[src/rtl/demux_dist.sv]
// Word demultiplexer: explicit-select lane writes or auto frame fill with HOLD/ack handshake.
// Optional macro DEMUX_BITREV_EN writes auto-mode lanes in bit-reversed order.
module demux_dist #(
  parameter int WORD_SIZE = 16,
  parameter int N_OUT     = 4,
  parameter int SEL_W     = 2
) (
  input  logic                       clk,
  input  logic                       rst,
  input  logic                       mode,
  input  logic [SEL_W-1:0]           sel,
  input  logic [WORD_SIZE-1:0]       a,
  input  logic                       in_valid,
  output logic                       in_ready,
  output logic [N_OUT*WORD_SIZE-1:0] out_bus,
  output logic [N_OUT-1:0]           lane_stb,
  output logic                       frame_valid,
  input  logic                       frame_ack
);

  typedef enum logic {FILL = 1'b0, HOLD = 1'b1} state_t;

  state_t               state;
  logic [SEL_W-1:0]     wr_cnt;
  logic [SEL_W-1:0]     auto_idx_p0;
  logic [SEL_W-1:0]     wr_sel_p0;
  logic                 xfer_p0;
  logic [WORD_SIZE-1:0] lane_p1 [N_OUT];

`ifdef DEMUX_BITREV_EN
  function automatic logic [SEL_W-1:0] bit_rev(input logic [SEL_W-1:0] v);
    logic [SEL_W-1:0] r;
    for (int i = 0; i < SEL_W; i++) r[i] = v[SEL_W-1-i];
    return r;
  endfunction

  assign auto_idx_p0 = bit_rev(wr_cnt);
`else
  assign auto_idx_p0 = wr_cnt;
`endif

  // Explicit mode always accepts; auto mode accepts only while filling.
  assign in_ready    = ~rst & (~mode | (state == FILL));
  assign xfer_p0     = in_valid & in_ready;
  assign wr_sel_p0   = mode ? auto_idx_p0 : sel;
  assign frame_valid = mode & (state == HOLD);

  // ---- stage p0 -> p1: lane registers and write strobes
  always_ff @(posedge clk or posedge rst) begin
    if (rst) begin
      for (int k = 0; k < N_OUT; k++) lane_p1[k] <= '0;
      lane_stb <= '0;
    end else begin
      lane_stb <= '0;
      if (xfer_p0) begin
        lane_p1[wr_sel_p0]  <= a;
        lane_stb[wr_sel_p0] <= 1'b1;
      end
    end
  end

  // Explicit mode pins the counter and state, so any mode change starts a fresh frame.
  always_ff @(posedge clk or posedge rst) begin
    if (rst) begin
      state  <= FILL;
      wr_cnt <= '0;
    end else if (!mode) begin
      state  <= FILL;
      wr_cnt <= '0;
    end else begin
      case (state)
        FILL: begin
          if (xfer_p0) begin
            wr_cnt <= wr_cnt + SEL_W'(1);
            if (wr_cnt == SEL_W'(N_OUT - 1)) state <= HOLD;
          end
        end
        HOLD: begin
          if (frame_ack) state <= FILL;
        end
        default: state <= FILL;
      endcase
    end
  end

  for (genvar k = 0; k < N_OUT; k++) begin : g_bus
    assign out_bus[k*WORD_SIZE +: WORD_SIZE] = lane_p1[k];
  end

endmodule
[config.mk]
export PLATFORM = sky130hd
export DESIGN_NAME = demux_dist
export DESIGN_NICKNAME = d
export VERILOG_FILES = /design/src/rtl/demux_dist.sv
export SDC_FILE = /design/constraint.sdc
export NUM_CORES = 1
export LEC_CHECK = 0
export ABC_CLOCK_PERIOD_IN_PS = 2500
export CORE_ASPECT_RATIO = 1.4
export CORE_MARGIN = 2
export CORE_UTILIZATION = 41
export DETAILED_ROUTE_END_ITERATION = 12
export PLACE_DENSITY_LB_ADDON = 0.15
export SLEW_MARGIN = 5
export SYNTH_ARGS = -nofsm -noshare
export SYNTH_HDL_FRONTEND = slang
export SYNTH_SLANG_ARGS = --single-unit
[constraint.sdc]
create_clock -name clk -period 2.5 [get_ports clk]
set_clock_uncertainty 0.05 [all_clocks]
set_input_delay 0.75 -clock clk [delete_from_list [all_inputs] [get_ports clk]]
set_output_delay 0.75 -clock clk [all_outputs]
set_load 0.02 [all_outputs]
==> impl_metrics.env, run 1 <==
export IMPL_status="completed"
export IMPL_start_util_pct=41.6
export IMPL_p_leak_nw=1.88
export IMPL_synthCells=167
export IMPL_pre_cts_ws_ns=-0.357
export IMPL_grt_pass1_vias=1833
export IMPL_clk_latency_ns=0.34
export IMPL_cp_required_ns=1.70
export IMPL_max_clock_freq_mhz=419
export IMPL_setup_viol=0
export IMPL_root_buffer="clkbuf_8"
export IMPL_dr_pass1_iters=4
export IMPL_ys_types=23
export IMPL_dpl_hpwl_mm=4.29
export IMPL_synthTopCellsByCount="dfrtp_1, mux2_2, mux2_4"
export IMPL_seq_area_frac_synth_pct=61.9
export IMPL_place_congestion=0.752
export IMPL_crit_type="primary input to primary output"
export IMPL_synth_top_family_by_area="multiplexers"
export IMPL_hold_path_class="register to register"
export IMPL_synth_edff_count=0
export IMPL_antenna_diode_count=0
export IMPL_grt_overflow_total=0
export IMPL_yosysTopAreaCell="dfrtp_1"
export IMPL_synth_top_area_share_pct=61.9
export IMPL_worst_pin_slew_ns=0.397
export IMPL_synthAdderAreaFrac_pct=0.436
export IMPL_ir_worst_vdd_mv=0.597
export IMPL_ios=93
export IMPL_fin_nets=306
export IMPL_relSlewSlack_pct=73.5
export IMPL_avgRoutedWirePerCell_um=15.0
export IMPL_area_growth_pct=48.3
export IMPL_critPathMaxStageDelay_ns=0.41
export IMPL_die_w_um=74.7
export IMPL_synth_seq_cells=71
export IMPL_die_area_um2=7700
export IMPL_clk_pin_slew_ns=0.07
export IMPL_rsz0062_at_grt="false"
export IMPL_die_h_um=103
export IMPL_coreArea_um2=6890
export IMPL_num_vias=1770
export IMPL_post_route_util_pct=61.8
export IMPL_synth_compound_area_share_pct=2.27
export IMPL_slew_violations=0
export IMPL_synth_simple_area_share_pct=3.71
export IMPL_grt_use_total_pct=16.3
export IMPL_synth_xor_area_share_pct=0.305
export IMPL_ctsHoldBuffers=0
export IMPL_rows=36
export IMPL_htree_levels=3
export IMPL_first_iter_violations=45
export IMPL_crit_arrival_ns=1.59
export IMPL_syn_area_um2=2870
export IMPL_cp_cell_sequence="clkdlybuf4s50_1 > and2_2 > nor2_1 > buf_2"
export IMPL_stdcell_count=382
export IMPL_syn_nets=191
export IMPL_period_minus_slack_ns=2.39
export IMPL_async_flop_share_pct=100
export IMPL_layout_setup_ws_ns=0.111
export IMPL_end_kind="primary output"
export IMPL_ys_warnings_count=0
export IMPL_path_buf_inv=2
export IMPL_drive_gt1_share_pct=38.3
export IMPL_antenna_left=0
export IMPL_post_cts_setup_buffers=0
export IMPL_critical_path_max_fanout=2
export IMPL_antenna_found_initial=0
export IMPL_drc=0
export IMPL_port_buffers=92
export IMPL_synth_avg_cell_area_um2=17.2
export IMPL_design_area_um2=4260
export IMPL_grt_max_degree=41
export IMPL_synth_area_leaders="dfrtp_1, mux2_2, mux2_4, a211oi_4, buf_6"
export IMPL_cp_slowest_cell="clkdlybuf4s50_1"
export IMPL_dpl_cell_count=366
export IMPL_synthMuxAreaShare_pct=28.8
export IMPL_dpl_cell_area_um2=4000
export IMPL_cts_tree="done"
export IMPL_start_kind="primary input"
export IMPL_hold_viol=0
export IMPL_synthFlopType="dfrtp_1"
export IMPL_cts_sinks=71
export IMPL_grt_pass1_wl_mm=9.21
export IMPL_cts_path_max_buffers=2
export IMPL_period_share_pct=95.6
export IMPL_vias_per_cell=4.63
export IMPL_numCtsBuffers=9
export IMPL_routed_wl_mm=5.72
export IMPL_yosysMostFrequentCell="dfrtp_1"
export IMPL_power_density_nw_per_um2=981
export IMPL_path_delay_family="buffers and inverters"
export IMPL_maxCapViolCount=0
==> metal layers <==
metal  track usage (%)  share of wire, %  wire length, um
met5                 0                 0                0
met4              7.01               1.9              110
met3              4.20               4.9              279
met2              25.9                50             2840
met1              21.0                43             2480
==> cells in the final DEF, fill, tap and decap left out, drive strengths merged <==
cell type	count
clkinvlp	1
a21boi	2
clkbuf	12
nor2	1
ha	1
bufinv	4
nand2b	3
a211oi	2
nand4	2
and2	2
nand3b	2
nor2b	1
mux2i	1
dfrtp	71
o21ai	2
mux2	65
nor3b	1
xor2	1
inv	2
clkinv	1
nand2	1
clkdlybuf4s50	90
buf	19
==> layout make-up <==
| cell class | count | area [um^2] |
|---|---|---|
| fill | 551 | 2630 |
| sequential | 71 | 1780 |
| timing repair buffer | 110 | 1060 |
| multi-input combinational | 87 | 1020 |
| clock buffer | 11 | 141 |
| clock inverter | 5 | 129 |
| tap | 95 | 119 |
| inverter | 3 | 15.0 |
==> path summary, 6_finish.rpt <==
| kind | from | end | slack [ns] | cells past startpoint |
|---|---|---|---|---|
| setup / recovery | mode | in_ready | 0.11 | 4 |
| hold / removal | out_bus[40] | out_bus[40] | 0.45 | 1 |
| setup reg to reg | state | out_bus[57] | 0.72 | 4 |
| hold reg to reg | out_bus[40] | out_bus[40] | 0.45 | 1 |
| max in group asynchronous | rst | out_bus[43] | 1.15 | 4 |
| min in group asynchronous | rst | out_bus[8] | 0.87 | 4 |
==> cell families (layout without fill, tap and decap cells) <==
group | after synthesis | in the layout
DFF | 71 | 71
muxes | 66 | 66
and+or+nand+nor | 13 | 13
buffers and inverters | 9 | 129
AOI/OAI and AO/OA | 6 | 6
adders and majority gates | 1 | 1
xor gates and xnor gates | 1 | 1
==> flip-flops by register name (all words and copies together), names as in the netlist <==
register     count
state            1
out_bus         64
lane_stb         4
auto_idx_p0      2
==> report_power, final <==
group | total (W) | internal [W] | switching [W] | leakage, nW
Sequential | 0.00158 | 0.00143 | 0.000149 | 0.871
Clock | 0.00121 | 0.000794 | 0.000418 | 0.134
Combinational | 0.00139 | 0.000775 | 0.000611 | 0.871
==> through the flow <==
step | TNS [ns] | hold slack (ns) | total power, W
2_1_floorplan | 0 | 0.521 | 0.00229
6_report | 0 | 0.454 | 0.00418
3_3_place_gp | -5.59 | 0.437 | 0.00299
3_5_place_dp | -6.65 | 0.441 | 0.00301
5_1_grt | 0 | 0.466 | 0.00438
4_1_cts | 0 | 0.458 | 0.00424
==> what timing repair did <==
action,CTS,global route
gates resized for setup,5,2
gates cloned,0,0
endpoints found under the setup margin,2,1
pin swaps,0,0
Note: power is estimated with default switching activity, not from simulation.
==> run 2: changes to the inputs <==
- PLACE_DENSITY: default -> 0.75
- PLACE_DENSITY_LB_ADDON: 0.15 -> default
==> run 2 against run 1 <==
Setup slack worse by 0.080 ns. Critical path depth shrank 1. Maximum frequency decreased by 3.2%. Largest power group unchanged. Die area did not move. Register-to-register slack got worse by 0.03 ns. Highest routed layer unchanged.
==> impl_metrics.env, run 2 (synthesis gave the netlist of run 1 again) <==
export IMPL_status="completed"
export IMPL_clk_latency_ns=0.34
export IMPL_relSlewSlack_pct=68.6
export IMPL_routed_wl_mm=5.79
export IMPL_clk_pin_slew_ns=0.07
export IMPL_post_cts_setup_buffers=0
export IMPL_hold_viol=0
export IMPL_worst_pin_slew_ns=0.471
export IMPL_seq_area_um2=1780
export IMPL_worstSetupEndpoint="frame_valid"
export IMPL_p_leak_nw=1.85
export IMPL_r2r_end="out_bus[62]"
export IMPL_port_buffers=92
export IMPL_grt_pass1_wl_mm=8.77
export IMPL_drive_gt1_share_pct=37.0
export IMPL_cts_tree="done"
export IMPL_pwr_share_clk_pct=25.5
export IMPL_grt_use_total_pct=15.9
export IMPL_cp_slowest_cell="clkdlybuf4s50_1"
export IMPL_multiInputGateArea_um2=1020
export IMPL_fillers=551
export IMPL_dr_pass1_iters=4
export IMPL_antenna_left=0
export IMPL_period_share_pct=98.8
export IMPL_rr_worst_depth=4
export IMPL_max_clock_freq_mhz=405
export IMPL_intPower_w=0.00282
export IMPL_die_h_um=103
export IMPL_num_vias=1731
export IMPL_avgRoutedWirePerCell_um=15.3
export IMPL_pwr_share_comb_pct=34.9
export IMPL_reg2reg_from="state"
export IMPL_rsz0062_at_grt="false"
export IMPL_crit_start="mode"
export IMPL_final_common_cell="clkdlybuf4s50_1"
export IMPL_first_iter_violations=29
export IMPL_hold_path_class="register to register"
export IMPL_critical_path_max_fanout=2
export IMPL_die_area_um2=7700
export IMPL_swShare_pct=29.2
export IMPL_die_w_um=74.7
export IMPL_root_buffer="clkbuf_8"
export IMPL_power_density_nw_per_um2=946
export IMPL_maxCapViolCount=0
export IMPL_cp_required_ns=1.70
export IMPL_start_kind="primary input"
export IMPL_ir_worst_vdd_mv=0.468
export IMPL_largest_reg_flops=64
export IMPL_seqPwrFrac_pct=39.6
export IMPL_rows=36
export IMPL_drc=0
export IMPL_coreArea_um2=6890
export IMPL_area_growth_pct=47.0
export IMPL_cts_sinks=71
export IMPL_setup_viol=0
export IMPL_critPathMaxStageDelay_ns=0.47
export IMPL_dpl_hpwl_mm=4.28
export IMPL_period_minus_slack_ns=2.47
export IMPL_r2r_slack_ns=0.69
export IMPL_numCtsBuffers=9
export IMPL_ios=93
export IMPL_total_power_w=0.00399
export IMPL_crit_type="primary input to primary output"
export IMPL_end_kind="primary output"
export IMPL_layout_common_cells="clkdlybuf4s50_1, dfrtp_1, mux2_2"
export IMPL_place_congestion=0.745
export IMPL_hp_start="out_bus[43]"
export IMPL_slew_violations=0
export IMPL_antenna_diode_count=0
export IMPL_htree_levels=3
export IMPL_cts_path_max_buffers=2
export IMPL_cp_cell_sequence="clkdlybuf4s50_1 > and2_2 > clkdlybuf4s15_1"
export IMPL_grt_max_degree=39
export IMPL_post_route_util_pct=61.2
export IMPL_grt_pass1_vias=1712
export IMPL_netSwitchingPower_w=0.00117
export IMPL_grt_overflow_total=0
export IMPL_vias_per_cell=4.57
export IMPL_antenna_found_initial=0
export IMPL_start_util_pct=41.6
export IMPL_fin_nets=303
export IMPL_crit_arrival_ns=1.67
## run 2: cell types whose count changed in the layout (fill, tap and decap cells not counted)
cell	delta
clkdlybuf4s15_1	+1
clkinv_4	-1
clkbuf_8	+1
bufinv_16	-2
buf_12	+2
clkinv_2	+1
buf_4	-5
clkbuf_2	-1
clkbuf_1	+1
## run 2: worst min path at each step
stage | slack (ns) | depth (start not counted) | endpoint
5_1_grt | 0.47 | 1 | out_bus[27]
6_report | 0.46 | 1 | out_bus[43]
3_5_place_dp | 0.44 | 1 | out_bus[0]
4_1_cts | 0.46 | 1 | out_bus[0]
2_1_floorplan | 0.52 | 2 | state
3_3_place_gp | 0.44 | 1 | out_bus[8]
## run 2: final cells by class
| cell class | instances | share of cell area, % |
|---|---|---|
| timing repair buffer | 107 | 25.3 |
| clock buffer | 13 | 3.77 |
| inverter | 3 | 0.356 |
| clock inverter | 3 | 1.54 |
| sequential | 71 | 42.1 |
| multi-input combinational | 87 | 24.1 |
| tap | 95 | 2.82 |
## run 2: power groups by stage
stage               Sequential [W]  Combinational (W)  Clock (W)
floorplan                  0.00194           0.000353          0
global placement           0.00160            0.00139          0
detailed placement         0.00160            0.00141          0
CTS                        0.00158            0.00141    0.00105
global route               0.00161            0.00148    0.00110
finish                     0.00158            0.00139    0.00102
## run 2: repair_timing
item	4_1_cts	5_1_grt
resized for setup	6	0
setup endpoints to repair	2	0
hold buffers	0	0
## run 2: worst max-delay path, delay by kind of cell
kind                   cells  cell delay (ns)
AND/OR/NAND/NOR            1             0.15
buffers and inverters      2             0.77
## run 2: per-layer routing
metal / share of wire [%] / up-vias / track usage [%]
li1: - / 810 / -
met4: 1.9 / 0 / 6.59
met2: 51 / 61 / 26.5
met1: 42 / 851 / 19.0
met5: 0 / - / 0
met3: 5.3 / 9 / 4.89
## run 2: stage by stage
step / cells / setup TNS, ns / setup WS [ns] / cell area, um^2 / hold WS (ns)
global route: 379 / 0 / 0.0112 / 4220 / 0.467
floorplan: 167 / 0 / 0.300 / 2870 / 0.521
finish: 379 / 0 / 0.0308 / 4220 / 0.455
detailed placement: 363 / -6.07 / -0.343 / 4000 / 0.442
global placement: 363 / -5.71 / -0.353 / 4000 / 0.437
CTS: 379 / 0 / 0.0168 / 4220 / 0.458
==> run 3: changes to the inputs <==
- GPL_TIMING_DRIVEN: default -> 0
==> run 3 against run 2 <==
Combinational power barely moved. Cell area fell by 1.4%. Clock power barely moved. Highest routed layer unchanged. Critical path depth did not move. Global-route usage barely moved. Sequential power barely moved. Maximum frequency rose by 2.2%.
==> impl_metrics.env, run 3 (synthesis gave the netlist of run 1 again) <==
export IMPL_antenna_found_initial=0
export IMPL_grt_max_degree=26
export IMPL_final_common_cell="clkdlybuf4s50_1"
export IMPL_hold_viol=0
export IMPL_critPathMaxStageDelay_ns=0.59
export IMPL_cp_slowest_cell="clkdlybuf4s50_1"
export IMPL_grt_pass1_vias=1743
export IMPL_die_area_um2=7700
export IMPL_rows=36
export IMPL_die_h_um=103
export IMPL_routed_wl_mm=5.82
export IMPL_fin_nets=295
export IMPL_period_minus_slack_ns=2.42
export IMPL_drive_gt1_share_pct=35.6
export IMPL_period_share_pct=96.7
export IMPL_max_clock_freq_mhz=414
export IMPL_cp_cell_sequence="buf_6 > and2_2 > clkdlybuf4s50_1"
export IMPL_p_leak_nw=1.81
export IMPL_status="completed"
export IMPL_grt_use_total_pct=15.9
export IMPL_grt_pass1_wl_mm=8.90
export IMPL_dr_pass1_iters=4
export IMPL_path_delay_family="buffers and inverters"
export IMPL_path_buf_inv=2
export IMPL_grt_overflow_total=0
export IMPL_dpl_hpwl_mm=4.19
export IMPL_dpl_cell_area_um2=3940
export IMPL_worst_pin_slew_ns=0.606
export IMPL_clk_latency_ns=0.33
export IMPL_coreArea_um2=6890
export IMPL_numCtsBuffers=9
export IMPL_vias_per_cell=4.70
export IMPL_antenna_left=0
export IMPL_avgRoutedWirePerCell_um=15.7
export IMPL_cp_required_ns=1.70
export IMPL_crit_arrival_ns=1.62
export IMPL_critical_path_max_fanout=9
export IMPL_largest_reg_flops=64
export IMPL_first_iter_violations=55
export IMPL_crit_type="primary input to primary output"
export IMPL_place_congestion=0.749
export IMPL_end_kind="primary output"
export IMPL_cts_path_max_buffers=2
export IMPL_relSlewSlack_pct=59.4
export IMPL_fillers=566
export IMPL_cts_tree="done"
export IMPL_post_route_util_pct=60.4
export IMPL_post_cts_setup_buffers=0
export IMPL_root_buffer="clkbuf_8"
export IMPL_port_buffers=91
export IMPL_die_w_um=74.7
export IMPL_start_util_pct=41.6
export IMPL_area_growth_pct=44.9
export IMPL_design_area_um2=4160
export IMPL_setup_viol=0
export IMPL_ir_worst_vdd_mv=0.501
export IMPL_power_density_nw_per_um2=953
export IMPL_clk_pin_slew_ns=0.07
export IMPL_cts_sinks=71
export IMPL_htree_levels=3
export IMPL_layout_common_cells="clkdlybuf4s50_1, dfrtp_1, mux2_2"
export IMPL_maxCapViolCount=0
export IMPL_hold_path_class="register to register"
export IMPL_antenna_diode_count=0
export IMPL_rsz0062_at_grt="false"
export IMPL_tns_ns=0
export IMPL_total_power_w=0.00397
export IMPL_num_vias=1740
export IMPL_slew_violations=0
export IMPL_start_kind="primary input"
export IMPL_drc=0
export IMPL_ios=93
run 3: routing by layer:
| metal | track usage [%] | routed length (um) | vias up |
|---|---|---|---|
| met5 | 0 | 0 | - |
| met4 | 9.48 | 135 | 0 |
| met3 | 3.23 | 262 | 10 |
| met2 | 25.7 | 2990 | 61 |
| met1 | 19.6 | 2430 | 875 |
| li1 | - | - | 794 |
run 3: worst reg2reg max path: stages, from the launching register on:
cell and delay [ns]:
dfrtp_1 0.44, nand3b_2 0.30, a211oi_4 0.59, buf_6 0.27
mux2_4 0.31
run 3: power by group:
group	total, W	leakage, nW	internal (W)	switching (W)
Sequential	0.00158	0.871	0.00143	0.000148
Combinational	0.00138	0.826	0.000771	0.000613
Clock	0.00100	0.109	0.000585	0.000417
Total	0.00397	1.81	0.00279	0.00118
run 3: timing repair:
item	CTS	global route
resized for setup	2	0
setup endpoints to repair	19	0
hold buffers	0	0
run 3: metrics by stage:
step	worst slack [ns]	instances	hold WS, ns
floorplan	0.300	167	0.521
global placement	-0.377	353	0.437
detailed placement	-0.449	355	0.442
CTS	0.0740	370	0.457
global route	0.0457	370	0.466
finish	0.0834	370	0.454
run 3: final timing paths:
| path | start | end | slack, ns | depth (start not counted) |
|---|---|---|---|---|
| setup / recovery | mode | frame_valid | 0.08 | 3 |
| hold / removal | out_bus[8] | out_bus[8] | 0.45 | 1 |
| setup reg to reg | state | out_bus[54] | 0.42 | 4 |
| hold reg to reg | out_bus[8] | out_bus[8] | 0.45 | 1 |
| max in group asynchronous | rst | out_bus[37] | 1.28 | 3 |
| min in group asynchronous | rst | out_bus[38] | 0.63 | 2 |
run 3: layout make-up:
class                           instances  area [um^2]  area share (%)
Sequential cell                        71         1780            42.7
Multi-Input combinational cell         87         1020            24.5
Timing Repair Buffer                   93          948            22.8
Clock buffer                           10          138            3.31
Tap cell                               95          119            2.86
Clock inverter                          5         81.3            1.95
Buffer                                  6         63.8            1.53
Inverter                                3         15.0           0.361
